===== src/rtl/param_intc_pkg.sv =====
// Shared constants, register-select type and address decoder for the
// parametrised interrupt controller.
package param_intc_pkg;

    localparam int ID_W = 5;

    localparam logic [4:0] ADDR_PENDING   = 5'd0;
    localparam logic [4:0] ADDR_MODE      = 5'd1;
    localparam logic [4:0] ADDR_ISR       = 5'd2;
    localparam logic [4:0] ADDR_MASK      = 5'd3;
    localparam logic [4:0] ADDR_THRESHOLD = 5'd4;
    localparam logic [4:0] ADDR_CLAIM     = 5'd5;
    localparam logic [4:0] ADDR_PRIO_BASE = 5'd8;

    typedef enum logic [2:0] {
        SEL_PENDING,
        SEL_MODE,
        SEL_ISR,
        SEL_MASK,
        SEL_THRESHOLD,
        SEL_CLAIM,
        SEL_PRIO,
        SEL_NONE
    } reg_sel_e;

    // Anything past the last priority slot (and the gap at 6..7) is undecoded.
    function automatic reg_sel_e decode_addr(input logic [4:0] addr, input int num_irq);
        case (addr)
            ADDR_PENDING:   return SEL_PENDING;
            ADDR_MODE:      return SEL_MODE;
            ADDR_ISR:       return SEL_ISR;
            ADDR_MASK:      return SEL_MASK;
            ADDR_THRESHOLD: return SEL_THRESHOLD;
            ADDR_CLAIM:     return SEL_CLAIM;
            default: begin
                if (addr >= ADDR_PRIO_BASE &&
                    32'(addr) < 32'(ADDR_PRIO_BASE) + 32'(num_irq))
                    return SEL_PRIO;
                return SEL_NONE;
            end
        endcase
    endfunction

endpackage


===== src/rtl/intc_prio_arbiter.sv =====
// Combinational winner selection: highest priority candidate above both the
// threshold and the current in-service priority, lowest index on ties.
module intc_prio_arbiter
    import param_intc_pkg::*;
#(
    parameter int NUM_IRQ = 8,
    parameter int PRIO_W  = 3
) (
    input  logic [NUM_IRQ-1:0]        i_cand,
    input  logic [NUM_IRQ*PRIO_W-1:0] i_prio,
    input  logic [PRIO_W-1:0]         i_threshold,
    input  logic [NUM_IRQ-1:0]        i_isr,
    output logic                      o_valid,
    output logic [ID_W-1:0]           o_id
);

    logic [PRIO_W-1:0] w_isr_prio;
    logic [PRIO_W-1:0] w_floor;
    logic [PRIO_W-1:0] w_best;

    // The floor is never below zero, so a priority-0 channel can never win.
    always_comb begin
        w_isr_prio = '0;
        for (int n = 0; n < NUM_IRQ; n++) begin
            if (i_isr[n] && i_prio[n*PRIO_W +: PRIO_W] > w_isr_prio)
                w_isr_prio = i_prio[n*PRIO_W +: PRIO_W];
        end
        w_floor = (i_threshold > w_isr_prio) ? i_threshold : w_isr_prio;

        o_valid = 1'b0;
        o_id    = '0;
        w_best  = '0;
        for (int n = 0; n < NUM_IRQ; n++) begin
            if (i_cand[n] && i_prio[n*PRIO_W +: PRIO_W] > w_floor &&
                (!o_valid || i_prio[n*PRIO_W +: PRIO_W] > w_best)) begin
                o_valid = 1'b1;
                o_id    = ID_W'(n);
                w_best  = i_prio[n*PRIO_W +: PRIO_W];
            end
        end
    end

endmodule


===== src/rtl/param_interrupt_controller.sv =====
// APB-programmable interrupt controller with per-channel edge/level capture,
// masking, priority threshold and nested claim/complete handling.
module param_interrupt_controller
    import param_intc_pkg::*;
#(
    parameter int NUM_IRQ = 8,
    parameter int PRIO_W  = 3
) (
    input  logic               pclk_i,
    input  logic               rst_i,
    input  logic               psel_i,
    input  logic               penable_i,
    input  logic               pwrite_i,
    input  logic [31:0]        paddr_i,
    input  logic [31:0]        pwdata_i,
    output logic [31:0]        prdata_o,
    output logic               pready_o,
    output logic               pslverr_o,
    input  logic [NUM_IRQ-1:0] irq_trigger_i,
    input  logic               enable_i,
    output logic               irq_o,
    output logic [ID_W-1:0]    irq_id_o
);

    logic [NUM_IRQ-1:0] r_pending, r_mode, r_isr, r_mask, r_trig_d;
    logic [PRIO_W-1:0]  r_threshold;
    logic [PRIO_W-1:0]  r_prio [NUM_IRQ];
    logic               r_irq;
    logic [ID_W-1:0]    r_irq_id;

    logic                      w_access, w_wr, w_rd, w_claim;
    reg_sel_e                  w_sel;
    logic [ID_W-1:0]           w_prio_idx;
    logic [NUM_IRQ*PRIO_W-1:0] w_prio_flat;
    logic                      w_win_valid;
    logic [ID_W-1:0]           w_win_id;
    logic [NUM_IRQ-1:0]        w_win_onehot, w_edge, w_set, w_clr;
    logic [NUM_IRQ-1:0]        w_pending_next, w_isr_next;
    logic [31:0]               w_rdata;
    logic                      w_unused_addr;

    // Reset aborts any transfer in flight, so access qualifies on ~rst_i.
    assign w_access      = psel_i & penable_i & ~rst_i;
    assign w_wr          = w_access & pwrite_i;
    assign w_rd          = w_access & ~pwrite_i;
    assign w_sel         = decode_addr(paddr_i[4:0], NUM_IRQ);
    assign w_prio_idx    = paddr_i[4:0] - ADDR_PRIO_BASE;
    assign w_claim       = w_rd && (w_sel == SEL_CLAIM) && w_win_valid;
    assign w_unused_addr = |paddr_i[31:5];

    always_comb begin
        w_prio_flat  = '0;
        w_win_onehot = '0;
        for (int n = 0; n < NUM_IRQ; n++) begin
            w_prio_flat[n*PRIO_W +: PRIO_W] = r_prio[n];
            w_win_onehot[n] = w_win_valid && (w_win_id == ID_W'(n));
        end
    end

    intc_prio_arbiter #(
        .NUM_IRQ(NUM_IRQ),
        .PRIO_W (PRIO_W)
    ) u_arbiter (
        .i_cand     (r_pending & r_mask),
        .i_prio     (w_prio_flat),
        .i_threshold(r_threshold),
        .i_isr      (r_isr),
        .o_valid    (w_win_valid),
        .o_id       (w_win_id)
    );

    // New captures take precedence over a same-cycle W1C or claim clear.
    always_comb begin
        w_edge = irq_trigger_i & ~r_trig_d;
        w_set  = '0;
        if (enable_i)
            w_set = (r_mode & w_edge) | (~r_mode & irq_trigger_i);
        w_clr = '0;
        if (w_wr && w_sel == SEL_PENDING)
            w_clr = pwdata_i[NUM_IRQ-1:0];
        if (w_claim)
            w_clr = w_clr | w_win_onehot;
        w_pending_next = (r_pending & ~w_clr) | w_set;

        w_isr_next = r_isr;
        if (w_claim)
            w_isr_next = w_isr_next | w_win_onehot;
        if (w_wr && w_sel == SEL_CLAIM) begin
            for (int n = 0; n < NUM_IRQ; n++)
                if (pwdata_i == 32'(n)) w_isr_next[n] = 1'b0;
        end
    end

    always_comb begin
        w_rdata = '0;
        if (w_rd) begin
            case (w_sel)
                SEL_PENDING:   w_rdata[NUM_IRQ-1:0] = r_pending;
                SEL_MODE:      w_rdata[NUM_IRQ-1:0] = r_mode;
                SEL_ISR:       w_rdata[NUM_IRQ-1:0] = r_isr;
                SEL_MASK:      w_rdata[NUM_IRQ-1:0] = r_mask;
                SEL_THRESHOLD: w_rdata[PRIO_W-1:0]  = r_threshold;
                SEL_CLAIM: begin
                    if (w_win_valid) begin
                        w_rdata[31]       = 1'b1;
                        w_rdata[ID_W-1:0] = w_win_id;
                    end
                end
                SEL_PRIO: begin
                    for (int n = 0; n < NUM_IRQ; n++)
                        if (w_prio_idx == ID_W'(n)) w_rdata[PRIO_W-1:0] = r_prio[n];
                end
                default: w_rdata = '0;
            endcase
        end
    end

    always_ff @(posedge pclk_i or posedge rst_i) begin
        if (rst_i) begin
            r_pending   <= '0;
            r_isr       <= '0;
            r_mask      <= '0;
            r_mode      <= '1;
            r_threshold <= '0;
            r_trig_d    <= '0;
            r_irq       <= 1'b0;
            r_irq_id    <= '0;
            for (int n = 0; n < NUM_IRQ; n++) r_prio[n] <= '0;
        end else begin
            r_trig_d  <= irq_trigger_i;
            r_pending <= w_pending_next;
            r_isr     <= w_isr_next;
            r_irq     <= w_win_valid;
            r_irq_id  <= w_win_valid ? w_win_id : '0;
            if (w_wr && w_sel == SEL_MODE)      r_mode      <= pwdata_i[NUM_IRQ-1:0];
            if (w_wr && w_sel == SEL_MASK)      r_mask      <= pwdata_i[NUM_IRQ-1:0];
            if (w_wr && w_sel == SEL_THRESHOLD) r_threshold <= pwdata_i[PRIO_W-1:0];
            for (int n = 0; n < NUM_IRQ; n++)
                if (w_wr && w_sel == SEL_PRIO && w_prio_idx == ID_W'(n))
                    r_prio[n] <= pwdata_i[PRIO_W-1:0];
        end
    end

    assign prdata_o  = w_rdata;
    assign pready_o  = 1'b1;
    assign pslverr_o = w_access && (w_sel == SEL_NONE);
    assign irq_o     = r_irq & enable_i;
    assign irq_id_o  = r_irq_id;

endmodule


===== config.mk =====
export PLATFORM = sky130hd
export DESIGN_NAME = param_interrupt_controller
export DESIGN_NICKNAME = d
export VERILOG_FILES = /design/src/rtl/param_intc_pkg.sv /design/src/rtl/intc_prio_arbiter.sv /design/src/rtl/param_interrupt_controller.sv
export SDC_FILE = /design/constraint.sdc
export NUM_CORES = 1
export LEC_CHECK = 0
export BUFFER_PORTS_ARGS = -buffer_cell sky130_fd_sc_hd__buf_4
export CAP_MARGIN = 10
export CORE_UTILIZATION = 35
export DETAILED_ROUTE_END_ITERATION = 6
export PLACE_DENSITY = 0.62
export SLEW_MARGIN = 20
export SYNTH_ARGS = -nofsm -noshare
export SYNTH_HDL_FRONTEND = slang
export SYNTH_SLANG_ARGS = --single-unit

===== constraint.sdc =====
create_clock -name pclk_i -period 74.3 [get_ports pclk_i]
set_clock_uncertainty 0.05 [all_clocks]
set_input_delay 14.86 -clock pclk_i [delete_from_list [all_inputs] [get_ports pclk_i]]
set_output_delay 14.86 -clock pclk_i [all_outputs]
set_load 0.02 [all_outputs]

==> implementation parameters <==
Parameter                              Value

Outcome
  Outcome ... finished with violations
  Violations in the final reports ... DRC

Critical path
  Crit Path Category ... register to primary output
  Endpoint class of the critical path ... primary output
  Gate family responsible for the most delay along the worst path ... compound AO/OA/AOI/OAI gates
  Slowest Stage Delay on Critical Path ... 0.51 ns
  Worst EP required ... 59.39 ns
  Kind of launch point of the worst setup path ... register
  Largest fanout of any net on the critical path ... 9
  Endpoint arrival time on the critical path ... 22.51 ns
  Count of buffer and inverter cells on the critical path ... 5
  Library cell contributing the largest single delay on the critical path ... sky130_fd_sc_hd__o31ai_1
  Most numerous cell on the critical path ... sky130_fd_sc_hd__ha_1

Pwr
  Maximum vdd ir drop ... 0.0140 mV
  Reported leakage power ... 3.32 nW
  Power density over cell area ... 14.7 nW/um2
  Design Power ... 0.110 mW

STA
  PnR worst setup slack ... 36.88 ns
  Final count of hold timing violations ... 0
  Final critical delay including setup and external delays ... 37.42 ns
  Final setup TNS ... 0 ns
  Setup repair after global routing missed its margin ... false
  Relative slew margins ... 36.4%
  Fmax ... 26.7 MHz
  Final period utilization ... 50.4%
  Total count of max-transition violations in the final report ... 0
  Setup violations, final ... 0
  Tightest Pin Transition ... 0.954 ns

Yosys
  Dominant combinational cell family by area after synthesis ... compound AO/OA/AOI/OAI gates
  Leading register cell type out of synthesis ... sky130_fd_sc_hd__dfrtp_1
  Most frequent cells after synthesis ... 93 x sky130_fd_sc_hd__nand2_1, 63 x sky130_fd_sc_hd__dfrtp_1, 63 x sky130_fd_sc_hd__nor2_1
  Number of enable flip-flop cells after synthesis ... 0
  Share of Yosys cell area claimed by the top area cell type ... 23.9%
  Mean cell area of the mapped netlist ... 8.43 um2
  Dominant cell by count in the synthesized netlist ... sky130_fd_sc_hd__nand2_1
  Sequential cell area fraction in the yosys report ... 27.1%
  Synth warn ... 0
  Synthesized-area fraction occupied by ao, oa, aoi and oai cells ... 23.9%
  Ys async rst share ... 100%
  Syn Std Cell Area ... 6580 um2
  Share of synthesized cell area in full adder, half adder and majority cells ... 10.5%
  Fraction of the mapped netlist area in simple logic gates ... 20.6%
  Dominant cell type by area after synthesis ... sky130_fd_sc_hd__dfrtp_1
  Leading post-synthesis cells by cell area ... sky130_fd_sc_hd__dfrtp_1 24%, sky130_fd_sc_hd__ha_1 9.3%, sky130_fd_sc_hd__mux2_2 7.2%
  FF+latch count, synth ... 71
  Number of cells produced by synthesis ... 781
  Unique cell type count in the Yosys netlist ... 85
  Xor-xnor portion of the synthesized cell area ... 0.133%
  Multiplexer share of the synthesized area ... 10.3%

CTS
  Number of sinks on the clock net ... 71
  Clock tree from TritonCTS ... yes
  Clock latency on the worst-skew pair ... 0.33 ns
  Clock buffer count from CTS ... 9
  Bufs on Longest Clock Path ... 2
  Clock tree root driver cell ... sky130_fd_sc_hd__clkbuf_16
  Number of levels in the clock H-tree ... 3
  Count of instances resized after the clock tree is built ... 0
  Setup Buffers After CTS ... 0
  Reg clk slew, reported paths ... 0.06 ns
  Hold buffers post-CTS ... 0

Global routing
  Number of antenna violations at the first check in global routing ... 0
  Global route overflow ... 0
  Global-route wire length before repair ... 31800 um
  Pin count of the biggest net entering global routing ... 74
  Tot GR Track Use ... 21.0%
  Number of global-route vias before repair ... 5855

Drt
  Post-detailed-route via-to-cell ratio ... 5.80
  Routed length per placed instance ... 18.6 um
  DR DRC count ... 2
  Total length of routed wires ... 19800 um
  Drt pass-1 iters ... 7
  First-iteration detailed-routing DRC count ... 387
  Number of vias after detailed routing ... 6175
  Count of nets left with antenna violations after detail routing ... 0

Floorplanning
  Number of standard-cell rows in the floorplan ... 49
  Area of the die ... 19400 um2
  Initial core utilization ... 36.2%
  Height of the chip ... 139 um
  Die outline width ... 139 um
  Number of top-level design ports ... 118
  Core Area ... 18200 um2

Finish
  Post-route insts no fill ... 1064
  Filler cell count ... 1845
  Number of nets in the final layout ... 957
  Area growth from synthesis to layout ... 13.5%
  Fraction of layout instances using a drive strength above 1 ... 18.8%
  Post-route design area ... 7470 um2
  Antenna cell count ... 0

Place
  Final weighted congestion of routability-driven global placement ... 0.883
  DP Cell Count ... 1048
  Post-place instance area ... 7150 um2
  Worst slack, placed ... 37.43 ns
  Number of buffer cells added on primary ports ... 64
  Detailed Place HPWL ... 15200 um

Flow run
  Max-Cap Viols ... 0

Min path
  Worst Hold Class ... register to register
logic make-up (layout without fill, tap and decap cells):
family | count (synthesis) | count (layout)
buf+inv | 94 | 124
xor+xnor | 1 | 1
fa+ha+maj | 57 | 57
other cells | 2 | 26
compound gates | 218 | 218
flops | 71 | 71
mux | 61 | 61
simple gates | 277 | 277
power breakdown:
| part | internal, mW | switching (mW) | total (mW) |
|---|---|---|---|
| sequential | 0.0401 | 0.00145 | 0.0416 |
| combinational | 0.00826 | 0.0126 | 0.0209 |
| clock | 0.0312 | 0.0162 | 0.0474 |
final cells by class:
cell class | count | area, um2 | share of cell area [%]
multi-input cells | 640 | 4410 | 59.0
repair buffers | 69 | 518 | 6.93
well taps | 229 | 287 | 3.83
clock inverters | 3 | 65.1 | 0.871
inverters | 39 | 146 | 1.96
clock buffers | 13 | 260 | 3.48
flip-flops and latches | 71 | 1790 | 23.9
tightest hold or removal path: cells and delay by family (launching register included):
kind | cells | cell delay [ns]
AND/OR/NAND/NOR | 3 | 0.17
flip-flops | 1 | 0.32
registers in the layout, indices dropped and copies added (netlist names):
register     flops
r_threshold      3
irq_id_o         3
r_trig_d         8
r_mode           8
r_mask           8
r_prio          24
r_pending        8
r_isr            8
r_irq            1
metal layers:
metal  global-route usage (%)  up-vias  wire [um]
met1                     28.7     2971       9200
li1                         -     2949          -
met3                     2.62       37       1030
met4                     8.13        0        550
met2                     33.8      218       8970
met5                        0        -          0
placed cells by master (no fill, tap or decap), drive strengths merged, types with 13 or more instances in the layout:
cell	instances
nand2	93
buf	69
nor2	63
dfrtp	63
o21ai	63
ha	49
mux2	42
inv	39
nand3	38
a21oi	29
conb	26
mux2i	18
a21o	16
and2	14
a31oi	13
clkbuf	13
worst paths after layout:
check                      cells after the start  slack [ns]      endpoint   startpoint
setup / recovery                             105       36.88   prdata_o[2]   r_prio[23]
hold / removal                                 3        0.47  r_pending[7]  r_trig_d[7]
setup reg to reg                             104       51.84      r_isr[3]   r_prio[23]
hold reg to reg                                3        0.47  r_pending[7]  r_trig_d[7]
max in group asynchronous                      3       58.81  r_pending[7]        rst_i
min in group asynchronous                      3       14.77   r_trig_d[2]        rst_i
stage by stage:
step | util (%) | hold slack [ns]
after floorplan | - | 0.430
after global placement | 39.2 | 0.457
after detailed placement | 39.2 | 0.461
after CTS | 41.0 | 0.468
after global routing | 41.0 | 0.513
final | 41.0 | 0.465
Note: power is estimated with default switching activity, not from simulation.
